**config.mk**
```make
export PLATFORM = sky130hd
export DESIGN_NAME = mdu_ctrl_flat
export DESIGN_NICKNAME = d
export VERILOG_FILES = /design/src/rtl/mdu_ctrl_pkg.sv /design/src/rtl/mdu_ctrl_if.sv /design/src/rtl/mdu_sign_fix.sv /design/src/rtl/mdu_ctrl.sv /design/src/flat_wrapper.sv
export SDC_FILE = /design/constraint.sdc
export NUM_CORES = 1
export LEC_CHECK = 0
export CAP_MARGIN = 20
export CORE_UTILIZATION = 45
export CTS_CLUSTER_DIAMETER = 120
export DETAILED_ROUTE_END_ITERATION = 8
export GPL_TIMING_DRIVEN = 0
export PLACE_DENSITY = 0.79
export SLEW_MARGIN = 15
export SYNTH_ARGS = -nofsm -noshare
export SYNTH_HDL_FRONTEND = slang
export SYNTH_SLANG_ARGS = --single-unit
```
**constraint.sdc**
```tcl
create_clock -name clk_i -period 3 [get_ports clk_i]
set_input_delay 0.6 -clock clk_i [delete_from_list [all_inputs] [get_ports clk_i]]
set_output_delay 0.6 -clock clk_i [all_outputs]
set_load 0.02 [all_outputs]
```
**src/rtl/mdu_ctrl_pkg.sv**
```systemverilog
// Shared definitions for the M-extension controller: funct3 codes, FSM states
// and the default datapath width.
package mdu_ctrl_pkg;

  localparam int XLEN_DEF = 32;

  typedef enum logic [2:0] {
    F3_MUL    = 3'b000,
    F3_MULH   = 3'b001,
    F3_MULHSU = 3'b010,
    F3_MULHU  = 3'b011,
    F3_DIV    = 3'b100,
    F3_DIVU   = 3'b101,
    F3_REM    = 3'b110,
    F3_REMU   = 3'b111
  } funct3_e;

  typedef enum logic [1:0] {
    ST_IDLE = 2'd0,
    ST_MUL  = 2'd1,
    ST_DIV  = 2'd2,
    ST_DONE = 2'd3
  } state_e;

  function automatic logic is_div_op(input logic [2:0] f3);
    return f3[2];
  endfunction

  // DIV and REM are the signed divide ops (funct3 bit 0 clear).
  function automatic logic is_signed_div(input logic [2:0] f3);
    return f3[2] & ~f3[0];
  endfunction

endpackage

```
**src/rtl/mdu_ctrl_if.sv**
```systemverilog
// Handshake bundle between the M-extension controller and the external
// multiplier / divider units.
interface mdu_ctrl_if
  import mdu_ctrl_pkg::*;
#(
  parameter int XLEN = XLEN_DEF
);

  logic              mul_req_o;
  logic [XLEN-1:0]   mul_a_o;
  logic [XLEN-1:0]   mul_b_o;
  logic              mul_ready_i;
  logic [2*XLEN-1:0] mul_result_i;

  logic              div_req_o;
  logic [XLEN-1:0]   div_a_o;
  logic [XLEN-1:0]   div_b_o;
  logic              div_is_q_o;
  logic              div_ready_i;
  logic [XLEN-1:0]   div_result_i;

  modport master (
    output mul_req_o, mul_a_o, mul_b_o,
    input  mul_ready_i, mul_result_i,
    output div_req_o, div_a_o, div_b_o, div_is_q_o,
    input  div_ready_i, div_result_i
  );

  modport slave (
    input  mul_req_o, mul_a_o, mul_b_o,
    output mul_ready_i, mul_result_i,
    input  div_req_o, div_a_o, div_b_o, div_is_q_o,
    output div_ready_i, div_result_i
  );

endinterface

```
**src/rtl/mdu_sign_fix.sv**
```systemverilog
// Combinational operand conditioning (magnitudes for signed ops) and the
// matching sign correction of the unsigned unit results.
module mdu_sign_fix
  import mdu_ctrl_pkg::*;
#(
  parameter int XLEN = XLEN_DEF
) (
  input  logic [2:0]        funct3,
  input  logic [XLEN-1:0]   op1,
  input  logic [XLEN-1:0]   op2,
  output logic [XLEN-1:0]   op_a,
  output logic [XLEN-1:0]   op_b,
  output logic              neg,
  input  logic [2:0]        fix_funct3,
  input  logic              fix_neg,
  input  logic [2*XLEN-1:0] mul_prod,
  input  logic [XLEN-1:0]   div_res,
  output logic [XLEN-1:0]   fixed_res
);

  function automatic logic [XLEN-1:0] abs_val(input logic signed [XLEN-1:0] v);
    logic signed [XLEN-1:0] n;
    n = -v;
    return v[XLEN-1] ? n : v;
  endfunction

  logic                     s1, s2;
  logic signed [2*XLEN-1:0] prod_s, prod_fix;
  logic signed [XLEN-1:0]   div_s, div_fix;

  assign s1 = op1[XLEN-1];
  assign s2 = op2[XLEN-1];

  always_comb begin
    op_a = op1;
    op_b = op2;
    neg  = 1'b0;
    case (funct3)
      F3_MULH:   begin op_a = abs_val(op1); op_b = abs_val(op2); neg = s1 ^ s2; end
      F3_MULHSU: begin op_a = abs_val(op1); neg = s1; end
      F3_DIV:    begin op_a = abs_val(op1); op_b = abs_val(op2); neg = s1 ^ s2; end
      F3_REM:    begin op_a = abs_val(op1); op_b = abs_val(op2); neg = s1; end
      default:   ;
    endcase
  end

  // Negation is applied to the full 2*XLEN product before the high half is taken.
  always_comb begin
    prod_s   = mul_prod;
    prod_fix = fix_neg ? -prod_s : prod_s;
    div_s    = div_res;
    div_fix  = fix_neg ? -div_s : div_s;
    if (fix_funct3[2])
      fixed_res = div_fix;
    else if (fix_funct3 == F3_MUL)
      fixed_res = prod_fix[XLEN-1:0];
    else
      fixed_res = prod_fix[2*XLEN-1:XLEN];
  end

endmodule

```
**src/rtl/mdu_ctrl.sv**
```systemverilog
// M-extension sequencer: captures an op from EX, drives the external multiplier
// or divider, sign-corrects the result and stalls the pipeline meanwhile.
module mdu_ctrl
  import mdu_ctrl_pkg::*;
#(
  parameter int XLEN = XLEN_DEF
) (
  input  logic            clk_i,
  input  logic            rst_ni,
  input  logic            req_i,
  input  logic [2:0]      funct3_i,
  input  logic [XLEN-1:0] op1_i,
  input  logic [XLEN-1:0] op2_i,
  input  logic            flush_i,
  output logic            stall_o,
  output logic [XLEN-1:0] result_o,
  output logic            result_valid_o,
  mdu_ctrl_if.master      unit_if
);

  localparam logic [XLEN-1:0] INT_MIN = {1'b1, {(XLEN-1){1'b0}}};

  state_e          state;
  logic [2:0]      funct3_q;
  logic            neg_q;
  logic            mul_req_q;
  logic            div_req_q;
  logic            is_q_q;
  logic [XLEN-1:0] a_q;
  logic [XLEN-1:0] b_q;
  logic [XLEN-1:0] result_q;

  logic [XLEN-1:0] cond_a, cond_b, fixed_res;
  logic            cond_neg, div_zero, div_ovf;

  mdu_sign_fix #(.XLEN(XLEN)) u_sign_fix (
    .funct3     (funct3_i),
    .op1        (op1_i),
    .op2        (op2_i),
    .op_a       (cond_a),
    .op_b       (cond_b),
    .neg        (cond_neg),
    .fix_funct3 (funct3_q),
    .fix_neg    (neg_q),
    .mul_prod   (unit_if.mul_result_i),
    .div_res    (unit_if.div_result_i),
    .fixed_res  (fixed_res)
  );

  // Cases the divider never sees: x/0 and the signed INT_MIN / -1 overflow.
  assign div_zero = (op2_i == '0);
  assign div_ovf  = is_signed_div(funct3_i) && (op1_i == INT_MIN) && (op2_i == '1);

  always_ff @(posedge clk_i or negedge rst_ni) begin
    if (!rst_ni) begin
      state     <= ST_IDLE;
      funct3_q  <= 3'b000;
      neg_q     <= 1'b0;
      mul_req_q <= 1'b0;
      div_req_q <= 1'b0;
      is_q_q    <= 1'b0;
      a_q       <= '0;
      b_q       <= '0;
      result_q  <= '0;
    end else if (flush_i) begin
      state     <= ST_IDLE;
      mul_req_q <= 1'b0;
      div_req_q <= 1'b0;
    end else begin
      case (state)
        ST_IDLE: begin
          if (req_i) begin
            funct3_q <= funct3_i;
            neg_q    <= cond_neg;
            a_q      <= cond_a;
            b_q      <= cond_b;
            is_q_q   <= ~funct3_i[1];
            if (!is_div_op(funct3_i)) begin
              mul_req_q <= 1'b1;
              state     <= ST_MUL;
            end else if (div_zero) begin
              result_q <= funct3_i[1] ? op1_i : '1;
              state    <= ST_DONE;
            end else if (div_ovf) begin
              result_q <= funct3_i[1] ? '0 : op1_i;
              state    <= ST_DONE;
            end else begin
              div_req_q <= 1'b1;
              state     <= ST_DIV;
            end
          end
        end
        ST_MUL: begin
          if (mul_req_q && unit_if.mul_ready_i) begin
            result_q  <= fixed_res;
            mul_req_q <= 1'b0;
            state     <= ST_DONE;
          end
        end
        ST_DIV: begin
          if (div_req_q && unit_if.div_ready_i) begin
            result_q  <= fixed_res;
            div_req_q <= 1'b0;
            state     <= ST_DONE;
          end
        end
        default: state <= ST_IDLE;
      endcase
    end
  end

  // rst_ni gates stall so a pending req_i cannot hold the pipeline during reset.
  assign stall_o = rst_ni & (((state == ST_IDLE) & req_i) | (state == ST_MUL) | (state == ST_DIV));
  assign result_valid_o = (state == ST_DONE) & ~flush_i;
  assign result_o       = result_q;

  assign unit_if.mul_req_o  = mul_req_q;
  assign unit_if.mul_a_o    = a_q;
  assign unit_if.mul_b_o    = b_q;
  assign unit_if.div_req_o  = div_req_q;
  assign unit_if.div_a_o    = a_q;
  assign unit_if.div_b_o    = b_q;
  assign unit_if.div_is_q_o = is_q_q;

endmodule

```
**src/flat_wrapper.sv**
```systemverilog
// flat-port wrapper written by rule: the top's interface ports become plain ports
module mdu_ctrl_flat import mdu_ctrl_pkg::*;
#(
  parameter int XLEN = XLEN_DEF
)
  (clk_i, rst_ni, req_i, funct3_i, op1_i, op2_i, flush_i, stall_o, result_o, result_valid_o, unit_if_mul_req_o, unit_if_mul_a_o, unit_if_mul_b_o, unit_if_mul_ready_i, unit_if_mul_result_i, unit_if_div_req_o, unit_if_div_a_o, unit_if_div_b_o, unit_if_div_is_q_o, unit_if_div_ready_i, unit_if_div_result_i);
  mdu_ctrl_if #(.XLEN(XLEN)) unit_if_i ();
  input  logic clk_i;
  input  logic rst_ni;
  input  logic req_i;
  input  logic [2:0] funct3_i;
  input  logic [XLEN-1:0] op1_i;
  input  logic [XLEN-1:0] op2_i;
  input  logic flush_i;
  output logic stall_o;
  output logic [XLEN-1:0] result_o;
  output logic result_valid_o;
  output wire logic [$bits(unit_if_i.mul_req_o)-1:0] unit_if_mul_req_o;
  output wire logic [$bits(unit_if_i.mul_a_o)-1:0] unit_if_mul_a_o;
  output wire logic [$bits(unit_if_i.mul_b_o)-1:0] unit_if_mul_b_o;
  input wire logic [$bits(unit_if_i.mul_ready_i)-1:0] unit_if_mul_ready_i;
  input wire logic [$bits(unit_if_i.mul_result_i)-1:0] unit_if_mul_result_i;
  output wire logic [$bits(unit_if_i.div_req_o)-1:0] unit_if_div_req_o;
  output wire logic [$bits(unit_if_i.div_a_o)-1:0] unit_if_div_a_o;
  output wire logic [$bits(unit_if_i.div_b_o)-1:0] unit_if_div_b_o;
  output wire logic [$bits(unit_if_i.div_is_q_o)-1:0] unit_if_div_is_q_o;
  input wire logic [$bits(unit_if_i.div_ready_i)-1:0] unit_if_div_ready_i;
  input wire logic [$bits(unit_if_i.div_result_i)-1:0] unit_if_div_result_i;
  assign unit_if_mul_req_o = unit_if_i.mul_req_o;
  assign unit_if_mul_a_o = unit_if_i.mul_a_o;
  assign unit_if_mul_b_o = unit_if_i.mul_b_o;
  assign unit_if_i.mul_ready_i = unit_if_mul_ready_i;
  assign unit_if_i.mul_result_i = unit_if_mul_result_i;
  assign unit_if_div_req_o = unit_if_i.div_req_o;
  assign unit_if_div_a_o = unit_if_i.div_a_o;
  assign unit_if_div_b_o = unit_if_i.div_b_o;
  assign unit_if_div_is_q_o = unit_if_i.div_is_q_o;
  assign unit_if_i.div_ready_i = unit_if_div_ready_i;
  assign unit_if_i.div_result_i = unit_if_div_result_i;
  mdu_ctrl #(.XLEN(XLEN)) u_core (.clk_i(clk_i), .rst_ni(rst_ni), .req_i(req_i), .funct3_i(funct3_i), .op1_i(op1_i), .op2_i(op2_i), .flush_i(flush_i), .stall_o(stall_o), .result_o(result_o), .result_valid_o(result_valid_o), .unit_if(unit_if_i));
endmodule
```
# [Yosys cells after proc, flatten, opt, wreduce, memory -nomap -nowiden]
# Index checks and enable logic that the tools add are counted.
[totals] regBits=105 out_inout_bits=165 latchBits=0 mem_bits_ro=0 memories=0 ram_bits=0
[classes] muxes=38 multipliers=0 shifts=0 n_reduce_logical=19 bitwise=10 n_div=0 add_sub_neg=4 n_eq_ne=21 order_cmp=0
[op_table] cell="$mux 32" count=15
[op_table] cell="$neg 32->32" count=3
[op_table] cell="$pmux 32 s3" count=1
[op_table] cell="$eq 32x32->1 const B" count=2
[op_table] cell="$mux 64" count=1
[op_table] cell="$neg 64->64" count=1
[op_table] cell="$logic_not 32->1" count=1
[op_table] cell="$ne 3x3->1 const B" count=5
[op_table] cell="$mux 2" count=6
[op_table] cell="$mux 1" count=11
[op_table] cell="$reduce_bool 3->1" count=3
[op_table] cell="$reduce_and 7->1" count=1
[op_table] cell="$eq 3x3->1 const B" count=2
[op_table] cell="$ne 3x2->1 const B" count=2
[op_table] cell="$pmux 1 s2" count=3
[op_table] cell="$pmux 2 s3" count=1
[op_table] cell="$reduce_and 3->1" count=2
[op_table] cell="$reduce_and 6->1" count=1
[op_table] cell="$and 1x1->1" count=4
[op_table] cell="$eq 2x2->1 const B" count=2
[op_table] cell="$logic_and 1x1->1" count=4
[op_table] cell="$ne 2x1->1 const B" count=2
[op_table] cell="$ne 2x2->1 const B" count=2
[op_table] cell="$reduce_and 4->1" count=1
[op_table] cell="other kinds (12)" count=16

# [Depth between registers and ports, before layout]
[depth] ltp_word=10 ltp_mapped=12 mapped_depth_nobuf=9

# [Modules after synthesis]
# A second synthesis with hierarchy kept.
[unflattened] cells_unflattened=1186 area_unflattened_um2=10266.1
[modules_own_cells] module="mdu_ctrl" cells_each=480 instances=1 seq_area_each_um2=2627.5 area_per_inst_um2=5699.2
[modules_own_cells] module="mdu_sign_fix" cells_each=706 instances=1 seq_area_each_um2=0.0 area_per_inst_um2=4566.9

# [Least setup slack after synthesis]
# Ideal clock, no wire load.
[synth_timing] path_kind="input to register" startpoint="input op2_i[0]" endpoint="register u_core.result_q[21] (netlist: u_core.result_o[21])" path_buffers=3 cell_stages=11 slack_ps=74 arrival_time_ps=2822 path_cell_list="inv_1 ha_1 or3b_1 or3_4 and4bb_1 buf_4 inv_2 a31o_1 buf_6 buf_6 o41ai_2"
[synth_between] elab_chain_cells=5 word_cells_on_any_way=9 classes_between="eq/ne: 2; mux: 4; reduce/logical: 3"
[synth_lines] element="from (decl)" line_no="flat_wrapper.sv:13" rtl="input logic [XLEN-1:0] op2_i;"
[synth_lines] element="$logic_not 32->1" line_no="mdu_ctrl.sv:51" rtl="assign div_zero = (op2_i == '0);"
[synth_lines] element="$mux 32" line_no="mdu_ctrl.sv:81" rtl="end else if (div_zero) begin"
[synth_lines] element="$mux 32" line_no="mdu_ctrl.sv:78" rtl="if (!is_div_op(funct3_i)) begin"
[synth_lines] element="$mux 32" line_no="mdu_ctrl.sv:72" rtl="if (req_i) begin"
[synth_lines] element="$pmux 32 s3" line_no="mdu_ctrl.sv:70" rtl="case (state)"
[synth_lines] element="to (signal assigned)" line_no="mdu_ctrl.sv:82" rtl="result_q <= funct3_i[1] ? op1_i : '1;"
[synth_lines] element="to (signal assigned)" line_no="mdu_ctrl.sv:85" rtl="result_q <= funct3_i[1] ? '0 : op1_i;"
[synth_lines] element="to (signal assigned)" line_no="mdu_ctrl.sv:95" rtl="result_q <= fixed_res;"
[synth_lines] element="to (decl)" line_no="mdu_ctrl.sv:31" rtl="logic [XLEN-1:0] result_q;"
# Several ways; a longest one is shown, not always the timed one. The select of a mux whose other input is x is not followed.
# A chain may end at the register's enable or synchronous reset.

# [Worst setup path in the final report]
[layout_timing] startpoint="input unit_if_div_result_i[1]" endpoint="register u_core.result_q[21] (netlist: u_core.result_o[21])"
[layout_between] elab_chain_cells=5 word_cells_on_any_way=6 classes_between="add/sub: 1; mux: 5"
[layout_lines] element="from (decl)" line_no="flat_wrapper.sv:28" rtl="input wire logic [$bits(unit_if_i.div_result_i)-1:0] unit_if_div_result_i;"
[layout_lines] element="$neg 32->32 *" line_no="mdu_sign_fix.sv:52" rtl="div_fix = fix_neg ? -div_s : div_s;"
[layout_lines] element="$mux 32 *" line_no="mdu_sign_fix.sv:52"
[layout_lines] element="$mux 32 *" line_no="mdu_sign_fix.sv:53" rtl="if (fix_funct3[2])"
[layout_lines] element="$mux 32 (on tied branches)" line_no="mdu_ctrl.sv:101, mdu_ctrl.sv:94"
[layout_lines] element="$pmux 32 s3 *" line_no="mdu_ctrl.sv:70"
[layout_lines] element="to (signal assigned)" line_no="mdu_ctrl.sv:82"
[layout_lines] element="to (signal assigned)" line_no="mdu_ctrl.sv:85"
[layout_lines] element="to (signal assigned)" line_no="mdu_ctrl.sv:102" rtl="result_q <= fixed_res;"
# Mark *: on every way between the ends. The rest lies on a longest branch, timed or not. The select of a mux whose other input is x is not followed.

==> impl_metrics.json <==
{
  "status": "finished with violations",
  "violations": "setup timing",
  "final_util_pct": 69.6,
  "die_h_um": 152,
  "grt_pass1_vias": 11900,
  "p_leak_nw": 6.02,
  "synth_common_cells": "150 x nand2_1, 121 x o21ai_0, 105 x dfrtp_1, 93 x nor2_1, 66 x buf_4",
  "drive_above_1_share_pct": 18.3,
  "cts-root-buf": "clkbuf_16",
  "antenna_found_initial": 1,
  "register_area_mm2": 0.00263,
  "yosysWarningCount": 0,
  "drt_iter0_markers": 1301,
  "drc": 0,
  "synth_area_leaders": "dfrtp_1 26%, o21ai_0 6.0%, nand2_1 5.6%",
  "setup_tns_ps": -15.0,
  "postSynth.asyncResetShare_pct": 100,
  "synth_edf_count": 0,
  "skew_ps": 9.39,
  "power_density_mw_per_mm2": 928,
  "fmax_ghz": 0.332,
  "fin_nets": 1851,
  "cts_inserted_buffers": 9,
  "area_growth_pct": 50.9,
  "rr_startpoint": "u_core.neg_q$_DFFE_PN0P_",
  "gp_congestion": 1.02,
  "routedWlPerCell_um": 25.7,
  "fill_cells": 1756,
  "synth_top_flop_cell": "dfrtp_1",
  "finalCritPeriodShare_pct": 100,
  "dr.pass1.iters": 8,
  "reg2reg_slack_ps": 50,
  "htreeDepth": 3,
  "track_usage_pct": 42.8,
  "core_area_mm2": 0.0219,
  "critPathArrivalTime_ps": 3260,
  "viasPerCell": 6.46,
  "synth_top_cell_by_area": "dfrtp_1",
  "use_met1_pct": 49.4,
  "io_pins": 334,
  "fin_cells": 1957,
  "multi_input_area_mm2": 0.00740,
  "final_hold_viol_count": 0,
  "crit_fanout": 4,
  "synthMostInstantiatedCell": "nand2_1",
  "grt_pass1_wl_mm": 72.7,
  "finalPower_mw": 14.1,
  "timing.rr.end": "u_core.result_o[1]$_DFFE_PN0P_",
  "dp_hpwl_mm": 39.3,
  "path_class": "in -> reg",
  "initial_core_util_pct": 46.1,
  "met3_usage_pct": 7.57,
  "min_period_ps": 3010,
  "crit_top_cell": "o41ai_2",
  "worst_slack_ps": -15.0,
  "clock-sinks": 105,
  "path_buf_inv": 1,
  "place_area_mm2": 0.0137,
  "synth_area_mm2": 0.0101,
  "setup_violations": 1,
  "clkSlewWorstSetupHoldPaths_ps": 70,
  "netlist_instances": 1310,
  "critPathCapture": "u_core.result_o[21]$_DFFE_PN0P_",
  "clk_latency_ps": 350,
  "holdBufCountCts": 0,
  "clockBufferDepth": 2,
  "critPathLaunchType": "input port",
  "worstMarginPinSlew_ps": 833,
  "grt_use_met2_pct": 71.2,
  "rsz0062_at_grt": "yes",
  "dieWidth_um": 152,
  "drv_slew": 0,
  "ys_seq_elements": 105,
  "grt_max_degree": 79,
  "ir_drop_v": 0.000485,
  "grt-busiest-layer": "met2",
  "postLayoutCellArea_mm2": 0.0152,
  "yosysTopAreaCellShare_pct": 26.0,
  "maxCapViolCount": 0,
  "num_vias": 12600,
  "synth-seq-area-share_pct": 26.0,
  "tritoncts": "yes",
  "startpoint": "unit_if_div_result_i[1]",
  "path_depth": 8,
  "cp_top_family": "simple AND/OR/NAND/NOR gates",
  "path_cells": "dlygate4sd2_1, or4_4, or3b_4, or3_4, o41ai_2, xnor2_1, o32ai_2, o41ai_2",
  "drtAntennaViolNets": 0,
  "required_ps": 3240,
  "r2r_cells": 7,
  "portBuffers": 320,
  "grt_overflow": 0,
  "dieArea_mm2": 0.0230,
  "synth_fp_nets": 1489,
  "critPathSlowestCell": "or4_4",
  "synth_area_per_cell_um2": 7.70,
  "crit_path_end_kind": "flop",
  "wirelength_mm": 50.3,
  "hold_path.class": "in -> async",
  "synth.distinct_cells": 80,
  "relSlewSlack_pct": 44.4,
  "dp_cells": 1912,
  "placementRows": 54,
  "max_stage_delay_ps": 560
}
final cells by class:
| cell class | instances | area share [%] |
|---|---|---|
| Buffer | 145 | 5.76 |
| Inverter | 43 | 1.06 |
| Clock inverter | 5 | 0.682 |
| Antenna cell | 1 | 0.0164 |
| Clock buffer | 10 | 1.57 |
| Timing Repair Buffer | 353 | 22.8 |
| Tap cell | 280 | 2.30 |
| Multi-Input combinational cell | 1015 | 48.6 |
| Sequential cell | 105 | 17.3 |
metal layers:
layer / vias to the layer above / wire length, um
met5: - / 0
met4: 0 / 3840
met3: 200 / 4980
met2: 909 / 23800
met1: 6037 / 17700
li1: 5503 / -
per-stage QoR:
step | hold WS [ps] | setup slack [ps]
after floorplan | 304 | 74.0
after global placement | 464 | -3080
after detailed placement | 475 | -1060
after CTS | 126 | -193
after global routing | 136 | -100
final | 115 | -15.0
power breakdown:
| group | internal (mW) | leakage (nW) | switching, mW | total, mW |
|---|---|---|---|---|
| Combinational | 4.19 | 4.55 | 5.89 | 10.1 |
| Clock | 0.835 | 0.169 | 0.540 | 1.37 |
| Sequential | 2.08 | 1.31 | 0.592 | 2.67 |
| Total | 7.11 | 6.02 | 7.03 | 14.1 |
how the worst min path moves through the flow:
stage | endpoint | startpoint | slack [ps] | cells after the start
global route | u_core.unit_if.div_b_o[14]$_DFFE_PN0P_ | rst_ni | 140 | 1
CTS | u_core.unit_if.div_b_o[12]$_DFFE_PN0P_ | rst_ni | 130 | 1
finish | u_core.unit_if.div_b_o[12]$_DFFE_PN0P_ | rst_ni | 120 | 1
detailed placement | u_core.result_o[19]$_DFFE_PN0P_ | u_core.result_o[19]$_DFFE_PN0P_ | 480 | 2
global placement | u_core.result_o[5]$_DFFE_PN0P_ | u_core.result_o[5]$_DFFE_PN0P_ | 460 | 2
floorplan | u_core.funct3_q[0]$_DFFE_PN0P_ | rst_ni | 300 | 0
worst register-to-register path, delay by kind of cell (launching register included):
family,cells,cell delay (ps)
buffers and inverters,3,1490
AOI/OAI and AO/OA,3,510
DFF,1,390
xor gates and xnor gates,1,480
flip-flops by register name (all words and copies together) (netlist names):
| register | cells |
|---|---|
| u_core.funct3_q | 3 |
| u_core.neg_q | 1 |
| u_core.result_o | 32 |
| u_core.state | 2 |
| u_core.unit_if.div_a_o | 32 |
| u_core.unit_if.div_b_o | 32 |
| u_core.unit_if.div_is_q_o | 1 |
| u_core.unit_if.div_req_o | 1 |
| u_core.unit_if.mul_req_o | 1 |
cell usage in the layout (no fill, tap or decap), types with 10 or more instances in the layout:
cell / instances
clkdlybuf4s50_1: 267
nand2_1: 146
o21ai_0: 117
dfrtp_1: 105
buf_4: 96
nor2_1: 85
xnor2_1: 61
xor2_1: 54
a21oi_1: 53
clkbuf_1: 47
inv_1: 37
nor3_1: 32
o31ai_1: 30
nand4_1: 27
dlymetal6s2s_1: 24
nor4_1: 23
clkbuf_2: 22
maj3_1: 22
dlygate4sd2_1: 21
nand3_1: 18
or4_4: 17
o41ai_1: 15
nor4_4: 14
nand2b_1: 13
mux2i_1: 13
a22oi_1: 12
a31oi_1: 12
or3_1: 10
logic make-up after synthesis:
kind of cell	Yosys count	synth area share, %
DFF	105	26.0
muxes	20	2.07
and+or+nand+nor	477	24.1
adders and majority gates	32	3.42
xor gates and xnor gates	117	10.2
buffers and inverters	190	9.80
AOI/OAI and AO/OA	369	24.4
what timing repair did:
| action | in CTS | in global routing |
|---|---|---|
| endpoints found under the setup margin | 47 | 38 |
| gates resized for setup | 142 | 130 |
| buffers inserted | 17 | 13 |
| gates cloned | 0 | 1 |
| pin swaps | 21 | 36 |
(Power assumes the default switching activity.)
